File: config.mk
export PLATFORM = sky130hd
export DESIGN_NAME = fp16_accum_seq
export DESIGN_NICKNAME = d
export VERILOG_FILES = /design/src/rtl/fp16_accum_seq.sv
export SDC_FILE = /design/constraint.sdc
export NUM_CORES = 1
export LEC_CHECK = 0
export ABC_CLOCK_PERIOD_IN_PS = 2840
export CAP_MARGIN = 20
export CORE_MARGIN = 5
export CORE_UTILIZATION = 28
export DETAILED_ROUTE_END_ITERATION = 10
export GPL_TIMING_DRIVEN = 0
export PLACE_DENSITY_LB_ADDON = 0.1
export SYNTH_ARGS = -nofsm -noshare
export SYNTH_HDL_FRONTEND = slang
export SYNTH_SLANG_ARGS = --single-unit
export TNS_END_PERCENT = 20
File: constraint.sdc
create_clock -name clk -period 2.84 [get_ports clk]
set_clock_uncertainty 0.2 [all_clocks]
set_input_delay 0.426 -clock clk [delete_from_list [all_inputs] [get_ports clk]]
set_output_delay 0.426 -clock clk [all_outputs]
set_load 0.1 [all_outputs]
File: src/rtl/fp16_accum_seq.sv
// fp16_accum_seq: sums an N-element FP16 stream by sequencing an external
// two-operand FP16 adder with ADD_LAT pipeline stages. The accumulator is fed
// back as op_a, so exactly one addition is in flight at a time, and the final
// sum is held on a valid/ready output until it is consumed.
// Optional feature macro: FP16_ACC_SUB_EN (adds a 'sub' port; when set on an
// accepted start, elements 2..N are subtracted from the first).
module fp16_accum_seq #(
  parameter int unsigned ADD_LAT = 2,
  parameter int unsigned CNT_W   = 8
) (
  input  logic             clk,
  input  logic             rst,
  input  logic             start,
  input  logic [CNT_W-1:0] len,
  input  logic             in_valid,
  output logic             in_ready,
  input  logic [15:0]      in_data,
  output logic [15:0]      add_op_a,
  output logic [15:0]      add_op_b,
  output logic             add_mode,
  input  logic [15:0]      add_res,
  output logic             out_valid,
  input  logic             out_ready,
  output logic [15:0]      out_data,
  output logic             busy
`ifdef FP16_ACC_SUB_EN
  ,
  input  logic             sub
`endif
);

  // Wait counter runs 0..ADD_LAT; keep it at least one bit wide.
  localparam int unsigned WAIT_W = (ADD_LAT == 0) ? 1 : $clog2(ADD_LAT + 1);
  localparam logic [WAIT_W-1:0] WAIT_LAST = WAIT_W'(ADD_LAT);

  typedef enum logic [2:0] {
    S_IDLE  = 3'd0,
    S_LOAD  = 3'd1,
    S_ISSUE = 3'd2,
    S_WAIT  = 3'd3,
    S_DONE  = 3'd4
  } state_t;

  state_t            r_state;
  logic [CNT_W-1:0]  r_remaining;
  logic [WAIT_W-1:0] r_wait_cnt;
  logic [15:0]       r_acc;
  logic [15:0]       r_op_a;
  logic [15:0]       r_op_b;
  logic [15:0]       r_out_data;
  logic              r_out_valid;
  logic              r_in_ready;
  logic              r_busy;

  wire w_in_hs  = in_valid && r_in_ready;
  wire w_out_hs = r_out_valid && out_ready;

  // Sequencer: state, counters, accumulator and all registered outputs.
  always_ff @(posedge clk) begin
    if (rst) begin
      r_state     <= S_IDLE;
      r_remaining <= '0;
      r_wait_cnt  <= '0;
      r_acc       <= 16'h0000;
      r_op_a      <= 16'h0000;
      r_op_b      <= 16'h0000;
      r_out_data  <= 16'h0000;
      r_out_valid <= 1'b0;
      r_in_ready  <= 1'b0;
      r_busy      <= 1'b0;
    end else begin
      case (r_state)
        S_IDLE: begin
          if (start) begin
            r_busy <= 1'b1;
            if (len == '0) begin
              r_acc       <= 16'h0000;
              r_out_data  <= 16'h0000;
              r_out_valid <= 1'b1;
              r_state     <= S_DONE;
            end else begin
              r_remaining <= len - CNT_W'(1);
              r_in_ready  <= 1'b1;
              r_state     <= S_LOAD;
            end
          end
        end

        // First element goes straight into the accumulator, no adder op.
        S_LOAD: begin
          if (w_in_hs) begin
            r_acc <= in_data;
            if (r_remaining == '0) begin
              r_out_data  <= in_data;
              r_out_valid <= 1'b1;
              r_in_ready  <= 1'b0;
              r_state     <= S_DONE;
            end else begin
              r_state <= S_ISSUE;
            end
          end
        end

        S_ISSUE: begin
          if (w_in_hs) begin
            r_op_a      <= r_acc;
            r_op_b      <= in_data;
            r_remaining <= r_remaining - CNT_W'(1);
            r_wait_cnt  <= '0;
            r_in_ready  <= 1'b0;
            r_state     <= S_WAIT;
          end
        end

        // Operands held for ADD_LAT+1 cycles; result sampled on the last one.
        S_WAIT: begin
          if (r_wait_cnt == WAIT_LAST) begin
            r_acc <= add_res;
            if (r_remaining == '0) begin
              r_out_data  <= add_res;
              r_out_valid <= 1'b1;
              r_state     <= S_DONE;
            end else begin
              r_in_ready <= 1'b1;
              r_state    <= S_ISSUE;
            end
          end else begin
            r_wait_cnt <= r_wait_cnt + WAIT_W'(1);
          end
        end

        // Sum held until consumed; a start in this cycle is ignored.
        S_DONE: begin
          if (w_out_hs) begin
            r_out_valid <= 1'b0;
            r_busy      <= 1'b0;
            r_state     <= S_IDLE;
          end
        end

        default: begin
          r_out_valid <= 1'b0;
          r_in_ready  <= 1'b0;
          r_busy      <= 1'b0;
          r_state     <= S_IDLE;
        end
      endcase
    end
  end

`ifdef FP16_ACC_SUB_EN
  logic r_sub;

  // Operation mode latched on an accepted start.
  always_ff @(posedge clk) begin
    if (rst) begin
      r_sub <= 1'b0;
    end else if (start && (r_state == S_IDLE)) begin
      r_sub <= sub;
    end
  end

  assign add_mode = r_sub;
`else
  assign add_mode = 1'b0;
`endif

  assign in_ready  = r_in_ready;
  assign add_op_a  = r_op_a;
  assign add_op_b  = r_op_b;
  assign out_valid = r_out_valid;
  assign out_data  = r_out_data;
  assign busy      = r_busy;

endmodule
==> results of run 1 <==
==> cells in the mapped netlist (all sizes together), types with 3 or more instances <==
| master | number | area share |
|---|---|---|
| a211oi | 3 | 0.0061 |
| a21bo | 17 | 0.046 |
| a21oi | 62 | 0.084 |
| a22oi | 18 | 0.037 |
| a31oi | 3 | 0.0051 |
| buf | 18 | 0.030 |
| clkbuf | 14 | 0.014 |
| dfxtp | 80 | 0.44 |
| inv | 4 | 0.0041 |
| mux2 | 17 | 0.052 |
| nand2 | 77 | 0.079 |
| nand3 | 27 | 0.040 |
| nand3b | 3 | 0.0061 |
| nor2 | 30 | 0.033 |
| nor3 | 4 | 0.0068 |
| nor3b | 3 | 0.0075 |
| nor4 | 4 | 0.019 |
| o21ai | 12 | 0.016 |
| o31ai | 3 | 0.0099 |
| xnor2 | 4 | 0.0095 |
==> cell families after synthesis <==
group	Yosys count
muxes	19
adders and majority gates	2
other	1
buffers and inverters	36
and+or+nand+nor	159
xor gates and xnor gates	5
AOI/OAI and AO/OA	127
DFF	80
==> per-layer routing <==
metal,up-vias,routed length (um),share of wire,global-route usage
met5,-,0,0,0
met4,0,274,0.023,0.0625
met3,20,459,0.038,0.0322
met2,70,5290,0.44,0.230
met1,1602,6130,0.50,0.218
li1,1722,-,-,-
==> how the worst max path moves through the flow <==
| stage | startpoint | endpoint | slack, ns | depth (start not counted) |
|---|---|---|---|---|
| 6_report | r_state[1] | r_remaining[6] | 0.12 | 10 |
| 5_1_grt | r_state[1] | r_remaining[6] | -0.009 | 10 |
| 4_1_cts | r_state[0] | r_remaining[6] | 0.004 | 11 |
| 3_5_place_dp | r_state[0] | r_remaining[6] | -0.16 | 11 |
| 3_3_place_gp | r_state[0] | r_remaining[6] | -0.18 | 11 |
| 2_1_floorplan | r_state[0] | r_remaining[6] | 0.29 | 11 |
==> tightest hold or removal path: stages, from the launching register on <==
cell and delay [ns]:
dfxtp_1 0.31, nand2_1 0.05, a21oi_1 0.05
==> area by class of cell <==
type / instances / area [um^2] / share of cell area
Multi-Input combinational cell: 313 / 1920 / 0.372
Sequential cell: 80 / 1600 / 0.310
Timing Repair Buffer: 96 / 956 / 0.185
Clock buffer: 11 / 253 / 0.0489
Tap cell: 172 / 215 / 0.0416
Buffer: 31 / 164 / 0.0317
Clock inverter: 3 / 42.5 / 0.00823
Inverter: 4 / 15.0 / 0.00291
==> registers in the layout, summed over array words and instances, names as in the netlist <==
register	flops
busy	1
out_valid	1
in_ready	1
r_wait_cnt	2
out_data	16
add_op_a	16
add_op_b	16
r_state	3
r_remaining	8
r_acc	16
==> power by group through the flow <==
stage                     clock, mW  sequential (mW)  combinational [mW]
after floorplan                   0             1.38               0.599
final                          1.17             1.25                1.02
after detailed placement          0             1.28                1.01
after global placement            0             1.28                1.00
after CTS                      1.20             1.25                1.01
after global routing           1.25             1.26                1.12
==> what timing repair did <==
action / in CTS / in global routing
resized for setup: 4 / 5
endpoints found under the setup margin: 2 / 2
buffers inserted: 0 / 2
hold endpoints to repair: 0 / 0
pin swaps: 0 / 2
==> summary.txt, run 1 <==
Power
  – PwrDens: 667 nW/um^2
  – Register share of total power: 0.364
  – Peak VDD IR: 0.201 mV
  – Total Power: 3.45 mW
  – Clock network power share: 0.339
  – P_int: 2.29 mW
  – Switch share: 0.337
  – Gate power share: 0.297
  – Sw Pwr: 1.16 mW
  – Leakage: 1.75 nW

Clock tree
  – Worst skew pair latency: 0.34 ns
  – Clock buffer count from CTS: 9
  – Max H-tree Level: 3
  – Clk slew on worst S/H paths: 0.06 ns
  – Root buffer cell: clkbuf_16
  – Clk buf depth: 2
  – CTS Hold Buffers Added: 0
  – Sink Count: 80
  – CTS tree: done

Synth
  – Syn Nets: 476
  – Simple-Gate Fraction of Synth Area: 0.213
  – Netlist cell types: 51
  – XOR/XNOR Fraction of Synth Area: 0.0119
  – Post-synthesis average cell area: 8.57 um^2
  – Ys flop type: dfxtp_1
  – FFs w/ async S/R, synth: 0
  – Post-synthesis sequential area ratio: 0.436
  – Adder-Cell Fraction of Synth Area: 0.00681
  – Combinational family with the most area after synthesis: compound AO/OA/AOI/OAI gates
  – Synth warn: 0
  – Compound-cell area share of the yosys netlist: 0.225
  – Syn Std Cell Area: 3670 um^2
  – Cells after synthesis: 429
  – Mux share of post-synthesis cell area: 0.0575
  – Yosys reg bits: 80
  – EDFF count, synth: 0

Layout
  – Most frequent cells in the layout: clkdlybuf4s50_1, dfxtp_1, nand2_1
  – Fin nets: 582
  – Final Non-Filler Cells: 710
  – Fin util: 0.406
  – Layout cell share with drive strength beyond 1: 0.138
  – Post-route design area: 5170 um^2
  – FILL cells: 1357
  – P&R area growth vs syn: 40.6%
  – Diode count: 0
  – Most common cell after layout, fill and taps aside: clkdlybuf4s50_1

Worst setup path
  – Top delay family on crit path: simple AND/OR/NAND/NOR gates
  – Crit path DAT: 2.76 ns
  – Crit path max fanout: 10
  – CP Launch Type: flop
  – Critical path endpoint category: flop
  – RR Startpoint: r_state[1]
  – Slowest stage cell, crit path: or3b_4
  – WP data required: 2.88 ns
  – FF-to-FF path depth: 10
  – R2R Path End: r_remaining[6]
  – Worst path cell trace: clkbuf_4, or3b_4, buf_4, mux2i_2, ha_2, nor3b_2, nand3_1, nand3b_1, o21ai_0, o31ai_1
  – Crit path kind: reg2reg
  – WP buf/inv: 2
  – Max stage delay on crit path: 0.44 ns
  – Reg2reg setup slack: 0.12 ns

Drt
  – Wire per inst: 17.1 um
  – Routed WL: 12200 um
  – Via count: 3414
  – Initial DRC Count: 196
  – Drt drc: 0
  – First-pass DRT Iterations: 4
  – Via-to-Cell Ratio: 4.81
  – Number of antenna-violating nets in the routed design: 0

Timing
  – Hold Violations, Final: 0
  – Worst Tran Pin Value: 1.00 ns
  – Slew HR: 0.330
  – PnR worst setup slack: 0.119 ns
  – Setup_tns: 0 ns
  – Fmax: 368 MHz
  – Final worst path period share: 0.958
  – Final hold slack: 0.257 ns
  – Fin. max-slew vios: 0
  – Final min period: 2.72 ns
  – Final setup viols: 0

Status
  – Outcome: finished, final reports clean

Die
  – Top-Level Pins: 97
  – Width of the die: 125 um
  – FP Rows: 41
  – Core Area: 12700 um^2
  – Die area: 15500 um^2
  – Initial Utilization: 0.289
  – Die height: 125 um

Global routing
  – Total GRT Usage: 0.155
  – Initial antenna violation count: 0
  – Vias in the first global route: 3423
  – Largest net degree at the start of global routing: 13
  – First-pass GRT wire length: 19200 um
  – Grt total ovfl: 0

Placement
  – Placed cell areas: 4830 um^2
  – Pre-CTS setup slack: -0.160 ns
  – Placed wire-length estimate: 9220 um
  – I/O Buffers: 94
  – GP Congestion: 0.825
  – Cell total after placement: 695

Min path
  – HP Class: reg2reg
  – Hold EP: add_op_b[6]
  – Hold path startpoint: add_op_b[6]
  – Hold Path Stages: 2

Flow run
  – Max_cap viols: 0
Note: power is estimated with default switching activity, not from simulation.
==> inputs of run 2 (changes only) <==
CORE_MARGIN = 3   (was 5)
CTS_CLUSTER_DIAMETER = 150   (was default)
==> summary.txt, run 2 (synthesis results as in run 1) <==
Status
  – Outcome: finished, final reports clean

Drt
  – Routed WL: 11900 um (-2.5%)
  – Wire per inst: 16.6 um (-3.1%)
  – Initial DRC Count: 171 (-13%)
  – Via count: 3423 (+0.26%)
  – Number of antenna-violating nets in the routed design: 0 (unchanged)
  – Drt drc: 0 (unchanged)
  – Via-to-Cell Ratio: 4.79 (-0.30%)
  – First-pass DRT Iterations: 4 (unchanged)

Layout
  – Post-route design area: 5170 um^2 (about the same)
  – P&R area growth vs syn: 40.8% (about the same)
  – Register Area: 1600 um^2 (unchanged)
  – Most frequent cells in the layout: clkdlybuf4s50_1, dfxtp_1, nand2_1
  – Fin nets: 584 (+0.34%)
  – FILL cells: 1359 (+0.15%)
  – Layout cell share with drive strength beyond 1: 0.142 (+0.00452)
  – Final Non-Filler Cells: 714 (+0.56%)
  – Diode count: 0 (unchanged)
  – Most common cell after layout, fill and taps aside: clkdlybuf4s50_1
  – Multi-input logic area: 1920 um^2 (+0.20%)

Die
  – Width of the die: 121 um (-3.2%)
  – Die height: 121 um (-3.2%)
  – Core Area: 12700 um^2 (unchanged)
  – Initial Utilization: 0.289 (unchanged)
  – Top-Level Pins: 97 (unchanged)
  – FP Rows: 41 (unchanged)
  – Die area: 14500 um^2 (-6.3%)

Power
  – Gate power share: 0.299 (+0.002)
  – Sw Pwr: 1.22 mW (+5.0%)
  – Switch share: 0.359 (+0.0220)
  – Clock network power share: 0.331 (-0.008)
  – Total Power: 3.40 mW (-1.5%)
  – Peak VDD IR: 0.281 mV (+40%)
  – PwrDens: 656 nW/um^2 (-1.6%)
  – Leakage: 1.76 nW (+0.57%)
  – Register share of total power: 0.370 (+0.006)
  – P_int: 2.18 mW (-4.8%)

Clock tree
  – Max H-tree Level: 3 (unchanged)
  – Clk slew on worst S/H paths: 0.07 ns (about the same)
  – Worst skew pair latency: 0.34 ns (about the same)
  – Clock buffer count from CTS: 9 (unchanged)
  – Root buffer cell: clkbuf_16
  – CTS tree: done
  – Clk buf depth: 2 (unchanged)
  – Sink Count: 80 (unchanged)

Worst setup path
  – Crit path kind: reg2out
  – WP buf/inv: 1 (-1)
  – WP data required: 2.21 ns (-0.67 ns)
  – FF-to-FF path depth: 10 (unchanged)
  – Crit path max fanout: 6 (-4)
  – Max stage delay on crit path: 1.18 ns (+0.74 ns)
  – Crit path DAT: 1.98 ns (-0.78 ns)
  – Slowest stage cell, crit path: clkdlybuf4s50_1
  – Critical path endpoint category: output port
  – Reg2reg setup slack: 0.24 ns (+0.12 ns)
  – Worst path cell trace: clkdlybuf4s50_1
  – Top delay family on crit path: buffers and inverters
  – R2R Path End: r_remaining[6]
  – CP Launch Type: flop
  – RR Startpoint: r_state[0]

Timing
  – Fmax: 384 MHz (+4.5%)
  – RSZ-0062 raised after global routing: false
  – Final setup viols: 0 (unchanged)
  – Final worst path period share: 0.917 (-0.0411)
  – Slew HR: 0.337 (+0.00695)
  – Hold Violations, Final: 0 (unchanged)
  – PnR worst setup slack: 0.236 ns (+0.117 ns)
  – Setup_tns: 0 ns (unchanged)
  – Final min period: 2.60 ns (-0.117 ns)
  – Worst Tran Pin Value: 0.992 ns (-0.0104 ns)
  – Fin. max-slew vios: 0 (unchanged)

Placement
  – Placed wire-length estimate: 8960 um (-2.8%)
  – Placed cell areas: 4830 um^2 (unchanged)
  – Pre-CTS setup slack: -0.175 ns (-0.0153 ns)
  – GP Congestion: 0.834 (+1.2%)
  – I/O Buffers: 94 (unchanged)
  – Cell total after placement: 695 (unchanged)

Min path
  – Hold Path Stages: 2 (unchanged)
  – Hold path startpoint: add_op_b[6]
  – HP Class: reg2reg
  – Hold EP: add_op_b[6]

Global routing
  – First-pass GRT wire length: 18400 um (-3.7%)
  – Grt total ovfl: 0 (unchanged)
  – Total GRT Usage: 0.163 (+0.00883)
  – M1 GR Usage: 0.238 (+0.0201)
  – Largest net degree at the start of global routing: 16 (+3)
  – Met3 usage: 0.0248 (-0.00737)
  – Met2 usage in global routing: 0.242 (+0.0121)
  – Initial antenna violation count: 0 (unchanged)
  – Vias in the first global route: 3367 (-1.6%)
  – Most Used Layer, Global Route: met2

Flow run
  – Max_cap viols: 0 (unchanged)
==> run 2: cell types whose count changed in the layout (fill, tap and decap cells not counted) <==
cell,before,now
inv_8,0,1
mux2i_2,1,0
bufinv_16,1,0
xnor2_2,0,1
inv_6,0,2
mux2i_1,1,2
clkinv_4,0,1
clkbuf_8,2,0
xnor2_1,4,3
clkbuf_1,13,14
clkinv_2,1,0
buf_4,6,8
clkinvlp_4,1,2
==> run 2: worst max path at each step <==
stage | to | slack, ns | depth (start not counted) | from
finish | in_ready | 0.24 | 1 | in_ready
detailed placement | r_remaining[6] | -0.17 | 11 | r_state[0]
CTS | r_remaining[6] | 0.01 | 11 | r_state[0]
floorplan | r_remaining[6] | 0.29 | 11 | r_state[0]
global placement | r_remaining[6] | -0.20 | 11 | r_state[0]
global route | r_remaining[6] | 0.001 | 10 | r_state[0]
==> run 2: cell type report <==
cell class | instances | area share
timing repair buffer | 98 | 0.188
inverter | 4 | 0.00290
buffer | 31 | 0.0317
multi-input combinational | 313 | 0.372
clock buffer | 10 | 0.0443
sequential | 80 | 0.310
tap | 172 | 0.0416
clock inverter | 6 | 0.0102
==> run 2: worst reg2reg max path, delay by kind of cell (launching register included) <==
kind                       cells  cell delay [ns]
AOI/OAI and AO/OA              2             0.35
xor gates and xnor gates       1             0.14
adders and majority gates      1             0.21
buffers and inverters          2             0.36
DFF                            1             0.29
muxes                          1             0.16
and+or+nand+nor                3             0.77
==> run 2: power by group through the flow <==
stage	Clock (mW)	Combinational, mW	Sequential, mW
global placement	0	1.00	1.28
detailed placement	0	1.00	1.28
global route	1.19	1.11	1.27
CTS	1.14	1.01	1.25
finish	1.12	1.01	1.26
floorplan	0	0.599	1.38
==> run 2: repair_timing <==
item                       4_1_cts  5_1_grt
pin swaps                        0        1
buffers inserted                 0        4
hold buffers                     0        0
resized for setup                5        3
gates cloned                     0        0
setup endpoints to repair        2        2
==> run 2: routing by layer <==
layer  up-vias  wire length, um  part of all wire
li1       1732                -                 -
met1      1603             5920              0.50
met2        72             5180              0.44
met3        16              499             0.042
met4         0              255             0.022
met5         -                0                 0
==> run 2: through the flow <==
stage                     hold WS, ns  utilization
final                           0.256        0.407
after global routing            0.283        0.407
after CTS                       0.259        0.404
after detailed placement        0.249        0.380
after global placement          0.243        0.380
after floorplan                 0.232            -
==> RTL change 1: new RTL, config.mk and constraints of run 2 <==
Re-encode `state_t` (5 states) as one-hot, 5 bits wide.
--- a/src/rtl/fp16_accum_seq.sv
+++ b/src/rtl/fp16_accum_seq.sv
@@ -34,10 +34,10 @@
   localparam logic [WAIT_W-1:0] WAIT_LAST = WAIT_W'(ADD_LAT);
 
-  typedef enum logic [2:0] {
-    S_IDLE  = 3'd0,
-    S_LOAD  = 3'd1,
-    S_ISSUE = 3'd2,
-    S_WAIT  = 3'd3,
-    S_DONE  = 3'd4
+  typedef enum logic [4:0] {
+    S_IDLE  = 5'b00001,
+    S_LOAD  = 5'b00010,
+    S_ISSUE = 5'b00100,
+    S_WAIT  = 5'b01000,
+    S_DONE  = 5'b10000
   } state_t;
 
Formal check against the unedited RTL: no difference found for any inputs over 4 cycles, from zero or initial values and one cycle with rst high; so few cycles prove little.
==> RTL change 1 against run 2 <==
Final area up 3.1%. Synthesized area rose by 3.0%. Routed wire length fell by 2.0%. Worst setup slack got worse by 0.13 ns. Via count up 2.2%. Global-route usage fell by 0.42 points. Hold slack got worse by 0.0025 ns. Register-to-register slack got worse by 0.11 ns. Sequential cell count up 2. Critical path type is now in2reg. Highest routed layer unchanged.
Power is not compared: it rests on default switching activity, and its combinational part moved more than twofold at a synthesized area within 25%.
==> RTL change 1: results (changes against run 2) <==
| Metric | Value |
|---|---|
| Syn Nets | `483 (+1.5%)` |
| DRT iter0 DRCs | `143 (-16%)` |
| Yosys cell types | `52 (+2.0%)` |
| Total number of vias | `3498 (+2.2%)` |
| Worst path slowest cell | `or4_4` |
| GRT Util Overall | `0.1592 (-0.004186)` |
| Wirelength per Cell | `16.04 um (-3.4%)` |
| Met2 Wirelength | `5399 um (+4.2%)` |
| First-pass GRT wire length | `18260 um (-1.0%)` |
| Final Net Count | `596 (+2.1%)` |
| Met1 Track Usage GR | `0.2169 (-0.02073)` |
| Share of layout cells above drive strength 1 | `0.1431 (+0.001050)` |
| Crit path from | `len[4]` |
| Dpl hpwl | `8554 um (-4.6%)` |
| Setup Fix Bufs, Post-CTS | `5 (+5)` |
| Pin count of the biggest net entering global routing | `13 (-3)` |
| Post-synthesis sequential area ratio | `0.4337 (-0.002100)` |
| CP Max Fanout | `10 (+4)` |
| Outcome | `finished, final reports clean` |
| Max incr delay on CP | `0.57 ns (-0.61 ns)` |
| R2R Setup Slk | `0.13 ns (-0.11 ns)` |
| Met3 Routed Length | `601 um (+20%)` |
| Drt pass-1 iters | `5 (+1)` |
| Buffers on Ports | `95 (+1.1%)` |
| Gp weighted congestion | `0.8493 (+1.8%)` |
| Met3 Use GR | `0.04793 (+0.02314)` |
==> RTL change 1: cell count changes after synthesis, moves of 5 or more <==
cell and change:
buf_2 -11, a21oi_1 -16, nor2_1 +7, mux2_2 +6
nor2b_1 +32, a21bo_2 -7, and3_1 +5, clkbuf_1 +7
a21bo_1 -10, nand3_1 -23, mux2_4 +10
==> RTL change 1: kinds of logic (layout without fill, tap and decap cells) <==
logic type	Yosys count	count (layout)	share of synthesized area
other	1	1	0.0009908
buffers and inverters	32	148	0.03736
adder cells (fa/ha/maj)	2	2	0.006611
AO/OA/AOI/OAI	93	93	0.1557
XOR/XNOR	5	5	0.01157
flip-flops	82	82	0.4337
AND/OR/NAND/NOR	186	186	0.2410
multiplexers	35	35	0.1131
==> RTL change 1: worst paths after layout <==
path | to
worst max-delay path | out_data[13]
worst min register to register | add_op_a[15]
worst min-delay path | add_op_a[15]
worst max register to register | r_remaining[6]
==> RTL change 1: cell type report <==
class / instances / area [um2]
flip-flops and latches: 82 / 1645
clock buffers: 10 / 239.0
well taps: 172 / 215.2
repair buffers: 103 / 1013
multi-input cells: 322 / 2054
clock inverters: 4 / 20.02
plain buffers: 27 / 132.6
inverters: 4 / 15.01
fillers: 1335 / 7592
==> RTL change 1: stage by stage <==
step                instance area (um2)  hold slack (ns)  setup WS [ns]  cells  power, mW
global route                       5335           0.2726       -0.04331    724      2.728
global placement                   4975           0.2422        -0.3415    703      1.567
CTS                                5288           0.2569       0.008447    721      2.652
detailed placement                 4975           0.2445        -0.3768    703      1.571
floorplan                          3809           0.2274       0.006230    436      1.429
finish                             5335           0.2539         0.1090    724      2.621
==> RTL change 1: tightest hold or removal path, cell delays in order (launching register included) <==
cell and delay [ns]:
dfxtp_1 0.31, nand2_1 0.05, a21oi_1 0.05
==> RTL change 2: new RTL, flow settings as in run 2 <==
Without the edit above. The parameter `ADD_LAT` goes from 2 to 1.
--- a/src/rtl/fp16_accum_seq.sv
+++ b/src/rtl/fp16_accum_seq.sv
@@ -6,5 +6,5 @@
 // accepted start, elements 2..N are subtracted from the first).
 module fp16_accum_seq #(
-  parameter int unsigned ADD_LAT = 2,
+  parameter int unsigned ADD_LAT = 1,
   parameter int unsigned CNT_W   = 8
 ) (
Behaviour: not the same (a bounded check fails within 10 cycles, from zero or initial values and one cycle with rst high).
==> RTL change 2 against run 2 <==
Routed wire length is 5.4% lower. Synthesized area fell by 6.8%. Worst setup slack got worse by 0.10 ns. Sequential power is 21% higher. Total power rose by 36%. Largest power group is now combinational logic. Critical path type is now in2reg. Final area shrank 6.1%. Global-route usage is 0.91 points higher. Sequential cell count down 1.
==> RTL change 2: results (changes against run 2) <==
| Metric | Value |
|---|---|
| Most frequent cells after synthesis | `nand2_1 (80), dfxtp_1 (79), a21oi_1 (57), clkbuf_1 (23)` |
| Outcome | `finished, final reports clean` |
| Filler Cell Count | `1160 (-15%)` |
| Vias in the first global route | `3429 (+1.8%)` |
| Nonclk inv count | `6 (+2)` |
| Register-to-Register Path Depth | `8 (-2)` |
| Wirelength per Cell | `17.09 um (+2.9%)` |
| Final Net Count | `554 (-5.1%)` |
| Dpl ws | `-0.3502 ns (-0.1753 ns)` |
| Total area of sequential cells | `0.001582 mm2 (-1.3%)` |
| Via density | `5.134 (+7.1%)` |
| Pleak | `1.733 nW (-1.3%)` |
| Crit path max-delay family | `simple AND/OR/NAND/NOR gates` |
| First-pass GRT wire length | `17860 um (-3.2%)` |
| Met3 Use GR | `0.06995 (+0.04516)` |
| Post-synthesis sequential area ratio | `0.4620 (+0.02617)` |
| Post-Place Cells | `641 (-7.8%)` |
| Met1 Track Usage GR | `0.2088 (-0.02877)` |
| CP Max Fanout | `10 (+4)` |
| Compound-gate portion of the synthesized area | `0.2855 (+0.06039)` |
| Hold Crit Start | `r_acc[8]` |
| # clk buffers | `11 (+1)` |
| Post-synthesis mux area share | `0.01243 (-0.04511)` |
| Xor and xnor area share after synthesis | `0 (-0.01192)` |
| Adder-Cell Fraction of Synth Area | `0.003655 (-0.003155)` |
| Achievable Freq | `0.3697 GHz (-3.7%)` |
| Yosys cell types | `55 (+7.8%)` |
| Crit path to | `r_state[2]` |
[RTL change 2: cell count changes after synthesis, sizes merged, moves of 4 or more]
| cell | delta |
|---|---|
| a21bo | -17 |
| a21oi | -5 |
| buf | -10 |
| clkbuf | +9 |
| mux2 | -15 |
| nand3 | -21 |
| nor2 | -16 |
| nor3 | +4 |
| o21a | +15 |
| o22a | +16 |
| xnor2 | -4 |
[RTL change 2: layer usage]
metal | share of wire | vias up
met5 | 0 | -
met4 | 0.013 | 0
li1 | - | 1674
met3 | 0.073 | 11
met2 | 0.48 | 101
met1 | 0.43 | 1582
[RTL change 2: power by group through the flow]
stage               clock network, mW  logic [mW]  registers (mW)
finish                           1.10        1.99            1.53
global route                     1.19        2.16            1.57
CTS                              1.13        1.98            1.53
detailed placement                  0        1.96            1.55
global placement                    0        1.96            1.55
floorplan                           0        1.03            1.95
[RTL change 2: timing repair]
action                     in CTS  in global routing
resized for setup               4                  5
pin swaps                       0                  2
setup endpoints to repair       5                 33
